### src/rtl/mac_row_sequencer.sv
// Row-at-a-time sequencer for the N-PE MAC array and A/B operand regfile.
// All outputs are registered from the next-state decode.
module mac_row_sequencer #(
  parameter int N    = 16,
  parameter int LogN = $clog2(N),
  parameter int LAT  = 2
) (
  input  logic            clk,
  input  logic            rst_n,
  input  logic            start,
  input  logic            abort,
  input  logic            stall,
  output logic            busy,
  output logic            done,
  output logic [LogN-1:0] seq_a,
  output logic [LogN-1:0] seq_b,
  output logic            matab_mux,
  output logic [N-1:0]    mac_ctrl,
  output logic [N-1:0]    rst_mul,
  output logic [N-1:0]    write_mat,
  output logic [LogN-1:0] row_idx,
  output logic            row_valid
);

  // state   | meaning
  // S_IDLE  | waiting for start, all outputs low
  // S_CLEAR | clear PE accumulators for row r
  // S_MAC   | operand fetch (phase 0 = A, phase 1 = B + MAC enable) for k
  // S_DRAIN | wait LAT cycles for the PE pipeline
  // S_WRITE | commit row r
  // S_DONE  | one-cycle completion pulse
  typedef enum logic [2:0] {S_IDLE, S_CLEAR, S_MAC, S_DRAIN, S_WRITE, S_DONE} state_t;

  localparam logic [LogN-1:0] LAST       = LogN'(N - 1);
  localparam logic [2:0]      DRAIN_INIT = (LAT > 0) ? 3'(LAT - 1) : 3'd0;

  state_t          state, nxt_state;
  logic [LogN-1:0] r, nxt_r, k, nxt_k;
  logic            phase, nxt_phase;
  logic [2:0]      drain_cnt, nxt_drain;
  logic            frozen;

  logic            nxt_busy, nxt_done, nxt_mux, nxt_row_valid;
  logic [LogN-1:0] nxt_seq_a, nxt_seq_b;
  logic [N-1:0]    nxt_mac, nxt_rst_mul, nxt_write;

  always_comb begin
    nxt_state = state;
    nxt_r     = r;
    nxt_k     = k;
    nxt_phase = phase;
    nxt_drain = drain_cnt;
    frozen    = 1'b0;
    if (state == S_IDLE) begin
      if (start) begin
        nxt_state = S_CLEAR;
        nxt_r     = '0;
      end
    end else if (abort) begin
      nxt_state = S_IDLE;
      nxt_r     = '0;
      nxt_k     = '0;
      nxt_phase = 1'b0;
      nxt_drain = '0;
    end else if (stall && state != S_DONE) begin
      frozen = 1'b1;
    end else begin
      case (state)
        S_CLEAR: begin
          nxt_state = S_MAC;
          nxt_k     = '0;
          nxt_phase = 1'b0;
        end
        S_MAC: begin
          if (!phase) begin
            nxt_phase = 1'b1;
          end else if (k == LAST) begin
            nxt_phase = 1'b0;
            if (LAT == 0) begin
              nxt_state = S_WRITE;
            end else begin
              nxt_state = S_DRAIN;
              nxt_drain = DRAIN_INIT;
            end
          end else begin
            nxt_k     = k + 1'b1;
            nxt_phase = 1'b0;
          end
        end
        S_DRAIN: begin
          if (drain_cnt == 3'd0) nxt_state = S_WRITE;
          else                   nxt_drain = drain_cnt - 3'd1;
        end
        S_WRITE: begin
          if (r == LAST) begin
            nxt_state = S_DONE;
          end else begin
            nxt_r     = r + 1'b1;
            nxt_state = S_CLEAR;
          end
        end
        S_DONE: begin
          nxt_state = S_IDLE;
          nxt_r     = '0;
          nxt_k     = '0;
        end
        default: nxt_state = S_IDLE;
      endcase
    end
  end

  // Operand indices only move on a live MAC cycle; they hold through stalls and other states.
  always_comb begin
    nxt_busy      = (nxt_state != S_IDLE);
    nxt_done      = (nxt_state == S_DONE);
    nxt_rst_mul   = (!frozen && nxt_state == S_CLEAR) ? '1 : '0;
    nxt_mac       = (!frozen && nxt_state == S_MAC && nxt_phase) ? '1 : '0;
    nxt_write     = (!frozen && nxt_state == S_WRITE) ? '1 : '0;
    nxt_row_valid = !frozen && (nxt_state == S_WRITE);
    nxt_seq_a     = seq_a;
    nxt_seq_b     = seq_b;
    nxt_mux       = matab_mux;
    if (nxt_state == S_IDLE) begin
      nxt_seq_a = '0;
      nxt_seq_b = '0;
      nxt_mux   = 1'b0;
    end else if (!frozen && nxt_state == S_MAC) begin
      nxt_seq_a = nxt_r;
      nxt_seq_b = nxt_k;
      nxt_mux   = nxt_phase;
    end
  end

  always_ff @(posedge clk or negedge rst_n) begin
    if (!rst_n) begin
      state     <= S_IDLE;
      r         <= '0;
      k         <= '0;
      phase     <= 1'b0;
      drain_cnt <= '0;
      busy      <= 1'b0;
      done      <= 1'b0;
      seq_a     <= '0;
      seq_b     <= '0;
      matab_mux <= 1'b0;
      mac_ctrl  <= '0;
      rst_mul   <= '0;
      write_mat <= '0;
      row_idx   <= '0;
      row_valid <= 1'b0;
    end else begin
      state     <= nxt_state;
      r         <= nxt_r;
      k         <= nxt_k;
      phase     <= nxt_phase;
      drain_cnt <= nxt_drain;
      busy      <= nxt_busy;
      done      <= nxt_done;
      seq_a     <= nxt_seq_a;
      seq_b     <= nxt_seq_b;
      matab_mux <= nxt_mux;
      mac_ctrl  <= nxt_mac;
      rst_mul   <= nxt_rst_mul;
      write_mat <= nxt_write;
      row_idx   <= nxt_r;
      row_valid <= nxt_row_valid;
    end
  end

endmodule

### config.mk
export PLATFORM = sky130hd
export DESIGN_NAME = mac_row_sequencer
export DESIGN_NICKNAME = d
export VERILOG_FILES = /design/src/rtl/mac_row_sequencer.sv
export SDC_FILE = /design/constraint.sdc
export NUM_CORES = 1
export LEC_CHECK = 0
export CORE_MARGIN = 2
export CORE_UTILIZATION = 50
export DETAILED_ROUTE_END_ITERATION = 16
export GPL_ROUTABILITY_DRIVEN = 0
export PLACE_DENSITY = 0.93
export SYNTH_ARGS = -nofsm -noshare
export SYNTH_HDL_FRONTEND = slang
export SYNTH_SLANG_ARGS = --single-unit
### constraint.sdc
create_clock -name clk -period 5.8 [get_ports clk]
set_input_delay 0.87 -clock clk [delete_from_list [all_inputs] [get_ports clk]]
set_output_delay 0.87 -clock clk [all_outputs]
set_load 0.05 [all_outputs]
==> results_dict.tcl <==
set metrics [dict create \
    rr_startpoint "state[2]$_DFF_PN0_" \
    hold_class "reg -> reg" \
    clk_latency_ps 290 \
    worstMarginPinSlew_ps 795 \
    synth_area_um2 2140 \
    finalCriticalPeriod_ps 2960 \
    grt_pass1_wl_mm 8.30 \
    grt_max_degree 30 \
    die_x_um 69.4 \
    dpl.hpwl_mm 3.54 \
    placed_cell_area_um2 2490 \
    stdcell_count 302 \
    topRoutingLayerUsed "met4" \
    synth_edf_count 0 \
    synth_cell_types 58 \
    critPathArrivalTime_ps 3130 \
    slew_violations 0 \
    async_flop_share 1.00 \
    path_max_fanout 16 \
    yosysWarnings 0 \
    synth_nets 240 \
    leakagePower_nw 1.05 \
    nets 260 \
    syn-mean-instance-area_um2 9.25 \
    power_switching_mw 0.392 \
    totalWireLength_mm 5.14 \
    wl_met1_mm 2.15 \
    port-buffer-count 68 \
    startpoint_type "input pin" \
    die_h_um 69.4 \
    power_frac_clock 0.208 \
    fin_skew_ps 10.1 \
    synth_area_leaders "dfrtp_1, buf_4, mux2_4" \
    post-cts-setup-buffers 0 \
    status "completed" \
    viasPerCell 5.94 \
    drive_above_1_share 0.0992 \
    fill_cells 311 \
    hold_viol_final 0 \
    clock-root-buffer "clkbuf_8" \
    p_per_area_nw_per_um2 318 \
    relSlewSlack 0.469 \
    critPathKind "in -> reg" \
    grt_usage 0.214 \
    post_cts_resized 0 \
    finalSetupViolCount 0 \
    core_area_um2 4060 \
    hold_ws_ps 511 \
    avgRoutedWirePerCell_um 17.0 \
    firstDrtPassIters 5 \
    fmax_ghz 0.338 \
    setup.worst_path.start "stall" \
    cts_buffers 5 \
    grt_pass1_vias 1677 \
    p_sw_frac 0.478 \
    crit_required_ps 5970 \
    antenna_found_initial 0 \
    rrSetupSlack_ps 3330 \
    ys_ff_latch 29 \
    overflow 0 \
    synth_cells 231 \
    areaGrowthSynthToFinish_pct 20.7 \
    post-route-period-util 0.510 \
    diodes 0 \
    cts_buffer_depth 2 \
    synth_top_area_frac 0.340 \
    initial_core_util 0.527 \
    min_from "drain_cnt[1]$_DFFE_PN0P_" \
    clkTransAtPathRegs_ps 80 \
    placed_cells 294 \
    clock_sinks 29 \
    yosysTopAreaCell "dfrtp_1" \
    sequentialPowerShare 0.308 \
    vdd.ir_drop.worst_uv 128 \
    num_rows 23 \
    rsz0062_at_grt "false" \
    io_pins 69 \
    htree_levels 2 \
    ant_nets 0 \
    max-cap-violations 0 \
    vias 1794 \
    route.met2.wl_mm 2.52 \
    dieArea_um2 4810 \
    cts_tree "built" \
    yosysSeqAreaShare 0.340 \
    met3_length_um 317 \
    design_area_um2 2580 \
    critPathCaptureType "register" \
    tns_ps 0 \
    route.detailed.drc 0 \
    intPower_mw 0.429 \
    p_comb_frac 0.484 \
    ys.flop_type "dfrtp_1" \
    cts_hold_buf 0 \
    drtIter0Drc 156 \
]
worst max-delay path, cell delays in order:
cell,delay (ps)
clkdlybuf4s50_1,690
o21ai_0,550
a211oi_2,240
nor3_4,430
mux2_4,340
state kept, by name (all words and copies together) (netlist names):
name       count
busy           1
done           1
drain_cnt      3
k              4
mac_ctrl       1
matab_mux      1
phase          1
r              4
rst_mul        1
seq_a          4
seq_b          4
state          3
write_mat      1
cell type report:
class	instances	area, um^2	share of cell area
Timing Repair Buffer	69	688	0.267
Sequential cell	29	726	0.281
Multi-Input combinational cell	134	967	0.375
Inverter	12	45.0	0.0175
Tap cell	50	62.6	0.0242
Clock inverter	3	22.5	0.00873
Clock buffer	5	68.8	0.0267
cell usage after synthesis, types with 2 or more instances:
cell type and count:
o21a_1 3, nor3_1 10, nor2b_1 4, a22o_1 2
a31oi_1 2, mux2_2 2, mux2_4 5, o32ai_1 2
and4_1 2, o31ai_1 3, nor4_1 3, nand2b_1 5
ha_1 4, nor4b_1 2, mux2i_1 2, o211ai_1 3
inv_1 11, nand3_1 7, nor2_1 11, o21ai_0 8
nand2_1 8, clkbuf_1 4, a21oi_1 12, buf_4 47
dfrtp_1 29, nand4_1 5, buf_2 4
cell families (layout without fill, tap and decap cells):
group	Yosys count	in the layout	synth area share
DFF	29	29	0.340
adders and majority gates	4	4	0.0234
xor gates and xnor gates	1	1	0.00410
muxes	9	9	0.0550
buffers and inverters	68	89	0.208
AOI/OAI and AO/OA	50	50	0.174
and+or+nand+nor	70	70	0.196
metrics by stage:
step                worst slack, ps  power [mW]   util
floorplan                      3540       0.583      -
global placement               2790       0.638  0.613
detailed placement             2700       0.648  0.613
CTS                            2930       0.821  0.636
global route                   2810       0.855  0.636
finish                         2840       0.821  0.636
per-layer routing:
layer,vias to the layer above,track usage
met1,868,0.264
met3,14,0.0480
met5,-,0
li1,823,-
met4,0,0.0980
met2,89,0.357
power by group through the flow:
stage / Clock, mW / Sequential (mW) / Combinational (mW)
floorplan: 0 / 0.259 / 0.323
global placement: 0 / 0.254 / 0.383
detailed placement: 0 / 0.256 / 0.392
CTS: 0.173 / 0.253 / 0.395
global route: 0.182 / 0.258 / 0.415
finish: 0.171 / 0.253 / 0.397
layout by cell type, fill, tap and decap left out, types with 3 or more instances in the layout:
cell and n:
nor2_1 11, nand3_1 7, nand2_1 8, nor4_1 3, dfrtp_1 29, nor3_1 10, nor2b_1 4, ha_1 4
clkinvlp_4 3, o21a_1 3, clkdlybuf4s50_1 68, nand4_1 5, inv_1 11, o211ai_1 3, o21ai_0 8, a21oi_1 12
clkbuf_8 5, o31ai_1 3, nand2b_1 5, mux2_4 5
final timing paths:
kind	cells past startpoint	to
max reg2reg	5	seq_a[1]$_DFFE_PN0P_
max	5	seq_a[1]$_DFFE_PN0P_
max in group asynchronous	2	r[0]$_DFF_PN0_
min reg2reg	1	drain_cnt[1]$_DFFE_PN0P_
min	1	drain_cnt[1]$_DFFE_PN0P_
min in group asynchronous	2	r[3]$_DFF_PN0_
Power figures use the tool's default switching activity.
==> patch, RTL diff (config.mk and constraints unchanged) <==
Change the parameter `N` from 16 to 64.
--- a/src/rtl/mac_row_sequencer.sv
+++ b/src/rtl/mac_row_sequencer.sv
@@ -1,7 +1,7 @@
 // Row-at-a-time sequencer for the N-PE MAC array and A/B operand regfile.
 // All outputs are registered from the next-state decode.
 module mac_row_sequencer #(
-  parameter int N    = 16,
+  parameter int N    = 64,
   parameter int LogN = $clog2(N),
   parameter int LAT  = 2
 ) (
Ports: changed (6 resized); port bits go from 69 to 219. The function was not compared with the original's and may differ.
==> patch against the original RTL <==
- critical path type is now flip-flop to primary output
- sequential power rose by 28%
- sequential cell count rose by 8
- core utilization rose by 0.35 points
- final area rose by 77%
- setup slack got worse by 300 ps
- sequential share of layout area fell by 7.8 points
- power rose by 110%
- routed wire length rose by 71%
- area after synthesis rose by 71%
- first-iteration DRC count rose by 100%
- highest routed layer unchanged
==> patch: results (changes against the original RTL) <==
[setup_path]
cp_slowest_cell=clkdlybuf4s50_1  ; unchanged
setup.worst_path.start=write_mat[62]$_DFF_PN0_  ; was stall
worstPathArrival_ps=2380  ; was 3130 ps
max_stage_delay_ps=910  ; was 690 ps
cp_top_family=buffers and inverters  ; was compound AO/OA/AOI/OAI gates
r2r-start=state[0]$_DFF_PN0_  ; was state[2]$_DFF_PN0_
path_max_fanout=42  ; was 16

[clocking]
clk_pin_slew_ps=80  ; about the same
cts_setup_buffers=0  ; unchanged
numCtsBuffers=5  ; unchanged
root_buffer=clkbuf_8  ; unchanged
cts_buffer_depth=2  ; unchanged
postCtsResizedCells=0  ; unchanged
clk_latency_ps=290  ; about the same
htree_levels=2  ; unchanged

[placed_design]
port_buffers=218  ; was 68
hpwl_mm=6.57  ; was 3.54 mm

[global_routing]
grt_pass1_vias=2380  ; was 1677
grt_pass1_wl_mm=12.1  ; was 8.30 mm
grt_use_total=0.195  ; was 0.214
antenna_found_initial=0  ; unchanged
grt_max_degree=65  ; was 30

[routing]
wl_mm=8.81  ; was 5.14 mm
vias=2823  ; was 1794
drt-pass1-iter-count=5  ; unchanged
drtIter0Drc=319  ; was 156

[synth]
yosysUniqueCellTypes=63  ; was 58
synth_commonest_cells=buf_4, dfrtp_1, nand2_1  ; was buf_4, dfrtp_1, a21oi_1
ys_async_sr_fraction=1.00  ; unchanged
yosysWarnings=0  ; unchanged
seq_area_frac_synth=0.254  ; was 0.340
synthFlopType=dfrtp_1  ; unchanged
synth_nets=436  ; was 240
synth_area_leaders=buf_4, dfrtp_1, o21ai_0, nand2_1, nor2_1  ; was dfrtp_1, buf_4, mux2_4, a21oi_1, ha_1

[worst_hold_path]
worstHoldStart=drain_cnt[1]$_DFFE_PN0P_  ; unchanged
min_path_type=flip-flop to flip-flop  ; unchanged

[layout]
drive_above_1_share=0.0664  ; was 0.0992
final_nets=460  ; was 260
antennaDiodeCount=0  ; unchanged
fill_cells=581  ; was 311

[status]
status=completed  ; unchanged

[timing]
worstMarginPinSlew_ps=927  ; was 795 ps
clock_skew_ps=7.25  ; was 10.1 ps
tns_ps=0  ; unchanged

[power]
cellLeakagePower_nw=1.76  ; was 1.05 nW
ir_drop_mv=0.448  ; was 0.128 mV

-- patch: cells by family after synthesis --
family / count (synthesis) / share of synthesized area
simple gates: 89 / 0.138
mux: 3 / 0.00995
fa+ha+maj: 4 / 0.0137
buf+inv: 217 / 0.424
flops: 37 / 0.254
compound gates: 77 / 0.161
-- patch: cell type report --
| type | instances | area share |
|---|---|---|
| repair buffers | 222 | 0.485 |
| multi-input cells | 173 | 0.257 |
| flip-flops and latches | 37 | 0.203 |
| well taps | 99 | 0.0271 |
| clock buffers | 6 | 0.0159 |
| inverters | 12 | 0.00987 |
| clock inverters | 2 | 0.00219 |
-- patch: where the power goes --
| part | switching (mW) | internal, mW |
|---|---|---|
| clock network | 0.0900 | 0.0832 |
| logic | 0.841 | 0.346 |
| registers | 0.0431 | 0.281 |
| total | 0.974 | 0.710 |
-- patch: final timing paths --
path / slack, ps / to / cells past startpoint
min: 510 / drain_cnt[1]$_DFFE_PN0P_ / 2
min in group asynchronous: 990 / seq_b[4]$_DFFE_PN0P_ / 2
max: 2550 / write_mat[35] / 2
max in group asynchronous: 4480 / r[4]$_DFF_PN0_ / 2
min reg2reg: 510 / drain_cnt[1]$_DFFE_PN0P_ / 2
max reg2reg: 2980 / seq_b[4]$_DFFE_PN0P_ / 5
-- patch: per-layer routing --
metal | global-route usage | routed length [µm] | share of wire
met5 | 0 | 0 | 0
met4 | 0.0638 | 143 | 0.016
met3 | 0.0342 | 910 | 0.10
met2 | 0.321 | 4150 | 0.47
met1 | 0.261 | 3600 | 0.41
-- patch: through the flow --
step           cell area [µm²]  cells  setup WS, ps  utilization
5_1_grt                   4560    551          2290        0.639
3_3_place_gp              4480    543          2390        0.628
6_report                  4560    551          2550        0.639
3_5_place_dp              4480    543          2330        0.628
2_1_floorplan             3640    427          2980            -
4_1_cts                   4560    551          2510        0.639
-- patch: worst reg2reg max path, stage by stage, from the launching register on --
cell	delay (ps)
dfrtp_1	820
nor4bb_1	360
o21ai_0	170
a211oi_2	810
nor2_2	200
mux2_4	350
